**src/rtl/exec_sequencer.sv**
```systemverilog
// exec_sequencer: fetch/execute/memory sequencer for a small accumulator CPU (optional macro SEQ_TIMEOUT_EN).
// Latency: 2 cycles per ALU/jump/branch instruction, 3 + memory wait cycles per load/store.
// Backpressure: holds mem_req in MEM until mem_ack; with SEQ_TIMEOUT_EN gives up after TIMEOUT cycles (Err, HALT).
module exec_sequencer #(
  parameter int              PC_W     = 10,
  parameter logic [PC_W-1:0] START_PC = '0,
  parameter logic [3:0]      HALT_OP  = 4'hF,
  parameter int              TIMEOUT  = 15
) (
  input  logic            Clk,
  input  logic            Reset,
  input  logic            Start,
  input  logic [8:0]      Instruction,
  input  logic            jump_en,
  input  logic            br_taken,
  input  logic            mem_rd,
  input  logic            mem_wr,
  input  logic [PC_W-1:0] Target,
  input  logic            mem_ack,
  output logic [PC_W-1:0] PC,
  output logic            ir_load,
  output logic            wb_en,
  output logic            mem_req,
  output logic            mem_we,
  output logic            Busy,
  output logic            Done,
  output logic            Err
);

  typedef enum logic [2:0] {
    S_IDLE  = 3'd0,
    S_FETCH = 3'd1,
    S_EXEC  = 3'd2,
    S_MEM   = 3'd3,
    S_HALT  = 3'd4
  } state_t;

  state_t          state_q, state_d;
  logic [PC_W-1:0] pc_q, pc_d;
  logic [PC_W-1:0] pc_inc;
  logic            we_q, we_d;
  logic            is_halt;
  logic            is_mem;
  logic            redirect;
  logic            unused_instr;

  // Natural wrap of the adder gives all-ones -> 0.
  assign pc_inc       = pc_q + PC_W'(1);
  assign is_halt      = (Instruction[8:5] == HALT_OP);
  assign is_mem       = mem_rd | mem_wr;
  assign redirect     = jump_en | br_taken;
  // Operand field is decoded elsewhere; only the opcode matters here.
  assign unused_instr = ^Instruction[4:0];

`ifdef SEQ_TIMEOUT_EN
  localparam int CNT_W = (TIMEOUT < 2) ? 1 : $clog2(TIMEOUT);
  logic [CNT_W-1:0] cnt_q, cnt_d;
  logic             err_q, err_d;
  logic             timeout_hit;

  // Counter holds the number of MEM cycles already spent without an ack.
  assign timeout_hit = (cnt_q == CNT_W'(TIMEOUT - 1));
`endif

  // State and datapath registers; reset wins in every state, including mid-handshake.
  always_ff @(posedge Clk) begin
    if (!Reset) begin
      state_q <= S_IDLE;
      pc_q    <= START_PC;
      we_q    <= 1'b0;
`ifdef SEQ_TIMEOUT_EN
      cnt_q   <= '0;
      err_q   <= 1'b0;
`endif
    end else begin
      state_q <= state_d;
      pc_q    <= pc_d;
      we_q    <= we_d;
`ifdef SEQ_TIMEOUT_EN
      cnt_q   <= cnt_d;
      err_q   <= err_d;
`endif
    end
  end

  // Next-state, PC update and the single-cycle write-back strobe.
  always_comb begin
    state_d = state_q;
    pc_d    = pc_q;
    we_d    = we_q;
    wb_en   = 1'b0;
`ifdef SEQ_TIMEOUT_EN
    cnt_d   = cnt_q;
    err_d   = err_q;
`endif
    case (state_q)
      S_IDLE: begin
        if (Start) begin
          state_d = S_FETCH;
          pc_d    = START_PC;
`ifdef SEQ_TIMEOUT_EN
          err_d   = 1'b0;
`endif
        end
      end
      S_FETCH: begin
        state_d = S_EXEC;
      end
      S_EXEC: begin
        if (is_halt) begin
          state_d = S_HALT;
        end else if (is_mem) begin
          // A simultaneous read and write request is executed as a store.
          state_d = S_MEM;
          we_d    = mem_wr;
`ifdef SEQ_TIMEOUT_EN
          cnt_d   = '0;
`endif
        end else begin
          state_d = S_FETCH;
          wb_en   = ~redirect;
          pc_d    = redirect ? Target : pc_inc;
        end
      end
      S_MEM: begin
        if (mem_ack) begin
          state_d = S_FETCH;
          wb_en   = ~we_q;
          pc_d    = pc_inc;
        end
`ifdef SEQ_TIMEOUT_EN
        else if (timeout_hit) begin
          state_d = S_HALT;
          err_d   = 1'b1;
        end else begin
          cnt_d   = cnt_q + CNT_W'(1);
        end
`endif
      end
      S_HALT: begin
        if (!Start) begin
          state_d = S_IDLE;
        end
      end
      default: begin
        state_d = S_IDLE;
      end
    endcase
  end

  assign PC      = pc_q;
  assign ir_load = (state_q == S_FETCH);
  assign mem_req = (state_q == S_MEM);
  assign mem_we  = mem_req & we_q;
  assign Busy    = (state_q == S_FETCH) | (state_q == S_EXEC) | (state_q == S_MEM);
  assign Done    = (state_q == S_HALT);
`ifdef SEQ_TIMEOUT_EN
  assign Err     = err_q;
`else
  assign Err     = 1'b0;
`endif

endmodule

```
**config.mk**
```make
export PLATFORM = sky130hd
export DESIGN_NAME = exec_sequencer
export DESIGN_NICKNAME = d
export VERILOG_FILES = /design/src/rtl/exec_sequencer.sv
export SDC_FILE = /design/constraint.sdc
export NUM_CORES = 1
export LEC_CHECK = 0
export ABC_AREA = 1
export CORE_MARGIN = 1
export CORE_UTILIZATION = 43
export CTS_CLUSTER_SIZE = 8
export DETAILED_ROUTE_END_ITERATION = 10
export MAX_ROUTING_LAYER = met4
export PLACE_DENSITY = 0.79
export SYNTH_ARGS = -nofsm -noshare
export SYNTH_HDL_FRONTEND = slang
export SYNTH_SLANG_ARGS = --single-unit
```
**constraint.sdc**
```tcl
create_clock -name Clk -period 1.65 [get_ports Clk]
set_clock_uncertainty 0.05 [all_clocks]
set_input_delay 0.33 -clock Clk [delete_from_list [all_inputs] [get_ports Clk]]
set_output_delay 0.33 -clock Clk [all_outputs]
set_load 0.05 [all_outputs]
```
==> flow_summary.toml, run 1 <==
[die]
start_util_pct = 45.3
fp.dieW_um = 53.1
core_area_um2 = 2480
row_count = 18
die_area_um2 = 2820
die_y_um = 53.1
io_pins = 44

[sta]
setup_viol_count_final = 1
setup_slack_ns = -0.160
fin_hold_ws_ns = 0.488
rsz0062_at_grt = "yes"
finalHoldViolations = 0
fmax_mhz = 553
timing.final.crit_period_ns = 1.81
maxSlewViolCount = 0
final.period_utilization_pct = 110

[setup_path]
cpLargestDelayFamily = "flip-flops"
crit_end = "wb_en"
r2r_slack_ns = 0.09
cp.depth = 7
path_common_cell = "nor2_4"
r2r-end = "PC[3]"
startpoint = "state_q[1]"
ff2ff_path_depth = 10
cp-start-kind = "register"
slowest_stage = "dfxtp_2"
critical_path.max_fanout = 3
crit_arrival_ns = 1.43
cp_num_buf_inv = 2
cp-end-kind = "output port"
critPathKind = "register to output port"
worstPathCellList = "inv_2 -> nor2_4 -> nand2_2 -> nor2_4 -> nand3_2 -> o32ai_4 -> buf_12"
r2r-start = "state_q[2]"
slowest_delay_ns = 0.38
worstPathRequired_ns = 1.27

[cells_and_area]
final_common_cell = "nand2_1"
diodes = 0
drive_gt1_share_pct = 28.5
seq_area_um2 = 289
mostFrequentLayoutCells = "nand2_1 (55), nor2_1 (44), buf_4 (28), inv_1 (26), clkdlybuf4s50_1 (17)"
multi_input_area_um2 = 805
final_area_um2 = 1990
syn2layout_area_growth_pct = 77.8
fin_nets = 299
fillers = 172

[clocking]
htreeDepth = 1
tritoncts = "built"
cts_sinks = 14
clk_latency_ns = 0.29
clk_pin_slew_worst_paths_ns = 0.10
cts_buffer_depth = 2
cts_buffers = 3
cts-root-buf = "clkbuf_4"

[logic_synthesis]
syn_inst = 206
synth_edf_count = 0
synth.distinct_cells = 25
synth.ff_latch_count = 14
yosysWarningCount = 0
postSynth.asyncResetShare_pct = 0
ys.flop_type = "dfxtp_1"
avgSynthCellArea_um2 = 5.44
syn_nets = 234
yosysSeqAreaShare_pct = 25.0
syn_area_um2 = 1120

[global_route]
grt-ovfl-total = 0
grt_max_degree = 9
grt_antenna_before_repair = 0
grt_pass1_vias = 1365
grt.total_usage_pct = 26.9
grt_pass1_wl_um = 5460

[routing]
routedWlPerCell_um = 12.1
via_count = 1515
wl_met2_um = 1870
met3_length_um = 189
drtIter0Drc = 61
first_pass_iters = 5
vias_per_cell = 5.05
wl_met1_um = 1510
ant_nets = 0
wl_um = 3620
maxUsedRoutingLayer = "met4"
drc = 0

[power]
power.total_mw = 2.48
pwr_density_cell_nw_per_um2 = 1240
p_leak_nw = 0.958
max-vdd-ir-drop_uv = 1070

[run_status]
violations = "negative setup slack"
status = "finished with violations"

[worst_hold_path]
min_path_type = "register to register"

[placement]
place.detailed.hpwl_um = 2520
dpl-instance-area_um2 = 1840
portBuffers = 37
globalplace.congestion = 0.908

[run]
drv_cap = 0
synthesized netlist by cell type (2+ instances only):
cell type   n  area, µm²
nor2_2      2       12.5
inv_1      29        109
nand2_2     3       18.8
nor2_1     50        188
nor3_1      3       15.0
o21ai_0    10       50.1
a21oi_1     7       35.0
dfxtp_1    14        280
o21ai_1     3       15.0
nand3_1    12       60.1
nand2_1    59        221
how the worst min path moves through the flow:
stage / to / depth (start not counted) / from / slack (ns)
2_1_floorplan: PC[0] / 2 / Reset / 0.41
3_3_place_gp: we_q / 2 / we_q / 0.46
3_5_place_dp: we_q / 2 / we_q / 0.46
4_1_cts: we_q / 2 / we_q / 0.48
5_1_grt: we_q / 2 / we_q / 0.53
6_report: we_q / 2 / we_q / 0.49
stage by stage:
stage | worst slack [ns] | util [%] | TNS [ns] | std cells
final | -0.160 | 80.5 | -0.160 | 300
after global routing | -0.201 | 80.5 | -0.248 | 300
after CTS | -0.155 | 77.7 | -0.155 | 297
after detailed placement | -0.297 | 74.2 | -1.85 | 291
after global placement | -0.220 | 74.2 | -1.28 | 291
after floorplan | -0.184 | - | -0.184 | 206
power breakdown:
group | total, mW | switching (mW) | internal, mW
Sequential | 0.571 | 0.134 | 0.436
Clock | 0.262 | 0.128 | 0.134
Combinational | 1.65 | 0.919 | 0.728
Total | 2.48 | 1.18 | 1.30
cells by family (layout without fill, tap and decap cells):
group,count (synthesis),after routing,synth area share [%]
AOI/OAI and AO/OA,24,24,11.8
adders and majority gates,1,1,1.12
buffers and inverters,33,97,12.2
DFF,14,14,25.0
other,1,1,0.335
and+or+nand+nor,133,133,49.6
state kept, by name, indices dropped and copies added (netlist names):
signal and count:
we_q 1, state_q 3, PC 10
timing repair:
action	CTS	global route
buffers inserted	2	3
hold buffers	0	0
pin swaps	6	10
setup endpoints to repair	3	11
gates resized for setup	12	15
metal layers:
layer  GRT usage, %  up-vias
met3           2.59        6
met2           47.9       66
met1           31.9      681
met4           7.89        0
li1               -      762
met5              -        -
layout make-up:
| class | count | share of cell area [%] |
|---|---|---|
| clock buffer | 4 | 1.82 |
| sequential | 14 | 14.5 |
| inverter | 30 | 5.78 |
| timing repair buffer | 63 | 35.7 |
| multi-input combinational | 159 | 40.4 |
| tap | 30 | 1.88 |
worst register-to-register path: stages (launching register included):
cell and delay [ns]:
dfxtp_4 0.37, buf_4 0.15, inv_2 0.12, nand2_4 0.08, nor2_4 0.16, nand2_2 0.08
nand2_2 0.09, nor2_4 0.06, buf_4 0.13, o21ai_0 0.14, nor2_1 0.05
Power figures use the tool's default switching activity.
==> inputs of run 2 (changes only) <==
CORE_ASPECT_RATIO = 0.5   (was default)
==> run 2 against run 1 <==
Net effect:
- the run still ends with negative setup slack left
- die area up 0.44%
- sequential share of layout area up 0.39 points
- via count up 2.8%
- sequential power up 5.3%
- setup slack better by 0.048 ns
- fmax up 2.7%
- hold slack worse by 0.0082 ns
- power up 2.9%
- register-to-register slack worse by 0.03 ns
- utilization up 3.8 points
- count of clock-buffer cells in the layout unchanged
- critical endpoint unchanged
- largest cell class unchanged
==> flow_summary.toml, run 2 (same netlist as run 1, synthesis figures left out) <==
[power]
switching_share_pct = 47.1
clockPowerShare_pct = 14.0
seqPwrFrac_pct = 23.6
p_sw_mw = 1.20
p_leak_nw = 0.928
internal_power_mw = 1.35
power_frac_comb_pct = 62.5
pwr_density_cell_nw_per_um2 = 1290
max-vdd-ir-drop_uv = 965

[setup_path]
slowest_delay_ns = 0.36
crit_arrival_ns = 1.38
r2r-start = "state_q[2]"
slowest_stage = "dfxtp_4"
r2r-end = "PC[9]"
critPathKind = "register to output port"
cpLargestDelayFamily = "buffers and inverters"
ff2ff_path_depth = 10
worstPathRequired_ns = 1.27
cp-end-kind = "output port"
cp_num_buf_inv = 3
worstPathCellList = "buf_4 -> nor2_4 -> inv_4 -> o32ai_4 -> buf_12"
cp-start-kind = "register"
r2r_slack_ns = 0.06
critical_path.max_fanout = 5

[clocking]
htreeDepth = 1
clk_pin_slew_worst_paths_ns = 0.07
clk_latency_ns = 0.26
cts_buffers = 3
cts_buffer_depth = 2
tritoncts = "built"
cts_sinks = 14
ctsHoldBuffers = 0
cts-root-buf = "clkbuf_8"

[routing]
first_pass_iters = 4
drtIter0Drc = 115
routedWlPerCell_um = 13.2
via_count = 1557
ant_nets = 0
wl_um = 3970
vias_per_cell = 5.16
drc = 0

[sta]
maxSlewViolCount = 0
setup_viol_count_final = 2
finalHoldViolations = 0
setup_slack_ns = -0.112
fmax_mhz = 568
timing.final.crit_period_ns = 1.76
final.period_utilization_pct = 107
rsz0062_at_grt = "yes"

[die]
start_util_pct = 47.9
die_y_um = 38.1
die_area_um2 = 2830
core_area_um2 = 2340
fp.dieW_um = 74.2
row_count = 12
io_pins = 44

[worst_hold_path]
min_to = "PC[1]"
min_from = "PC[1]"
min_path_type = "register to register"
hold_depth = 2

[placement]
dpl-instance-area_um2 = 1820
place.detailed.hpwl_um = 2680
portBuffers = 37
place_ws_ns = -0.196
globalplace.congestion = 0.863

[cells_and_area]
mostFrequentLayoutCells = "nand2_1 (54), nor2_1 (46), inv_1 (27), buf_4 (25), clkdlybuf4s50_1 (17)"
final_common_cell = "nand2_1"
final_area_um2 = 1970
diodes = 0
fin_nets = 296
largest_reg_flops = 10
fillers = 148
drive_gt1_share_pct = 27.0
syn2layout_area_growth_pct = 76.1

[global_route]
grt_pass1_wl_um = 6210
grt_antenna_before_repair = 0
grt.total_usage_pct = 31.0
grt_max_degree = 10
grt-ovfl-total = 0
grt_pass1_vias = 1365

[run_status]
status = "finished with violations"
violations = "negative setup slack"

[run]
drv_cap = 0
[run 2: cell types whose count changed in the layout (fill, tap and decap cells not counted), moves of 2 or more]
cell / change
clkbuf_8: +3
dlymetal6s2s_1: -3
buf_4: -3
nor2_1: +2
dfxtp_4: +2
nor2_4: -3
clkbuf_4: -3
dfxtp_2: -2
dlygate4sd2_1: +3
inv_2: -2
[run 2: layout make-up]
type                            count  area, µm²  area share (%)
Timing Repair Buffer               60        677            34.3
Multi-Input combinational cell    159        787            39.9
Sequential cell                    14        294            14.9
Clock buffer                        4       55.1            2.79
Inverter                           30        118            5.96
Tap cell                           35       43.8            2.22
[run 2: what timing repair did]
item                                    CTS  global route
endpoints found under the setup margin    3            10
pin swaps                                 8             6
buffers inserted                          3             2
resized for setup                        19             5
[run 2: how the worst max path moves through the flow]
stage | to | slack, ns | depth (start not counted) | start
3_5_place_dp | wb_en | -0.20 | 7 | Instruction[6]
5_1_grt | Done | -0.14 | 4 | state_q[1]
2_1_floorplan | wb_en | -0.18 | 4 | state_q[1]
3_3_place_gp | wb_en | -0.15 | 7 | Instruction[5]
6_report | wb_en | -0.11 | 5 | state_q[2]
4_1_cts | wb_en | -0.13 | 7 | state_q[1]
[run 2: layer usage]
layer | GRT usage, % | part of all wire [%] | up-vias
li1 | - | - | 758
met1 | 36.1 | 42 | 701
met2 | 56.6 | 49 | 84
met3 | 6.32 | 7.2 | 14
met4 | 6.60 | 1.8 | 0
met5 | - | 0 | -
[run 2: power by group through the flow]
stage               combinational (mW)  sequential [mW]  clock [mW]
global placement                  1.45            0.592           0
floorplan                        0.609            0.808           0
CTS                               1.54            0.590       0.357
finish                            1.59            0.601       0.356
detailed placement                1.48            0.597           0
global route                      1.71            0.616       0.372
[run 2: worst reg2reg max path: stages (launching register included)]
cell and delay, ns:
dfxtp_4 0.37, buf_4 0.17, nor2_4 0.05, buf_4 0.15, nand2_2 0.07, buf_4 0.12, nand2_1 0.06, nor2_1 0.14
nand3_1 0.11, nor2_1 0.13, nor2_1 0.06
[run 2: per-stage QoR]
stage	total power [mW]	instances	hold WS, ns	TNS, ns	utilization, %
after floorplan	1.42	206	0.411	-0.184	-
after global placement	2.04	293	0.453	-1.35	77.8
after detailed placement	2.08	293	0.460	-1.80	77.8
after CTS	2.49	300	0.470	-0.134	83.1
after global routing	2.70	302	0.496	-0.361	84.3
final	2.55	302	0.480	-0.197	84.3
==> inputs of run 3 (changes only) <==
SKIP_LAST_GASP = 1   (was default)
==> results of run 3 <==
No change in the layout: final DEF, timing and power equal those of run 2.
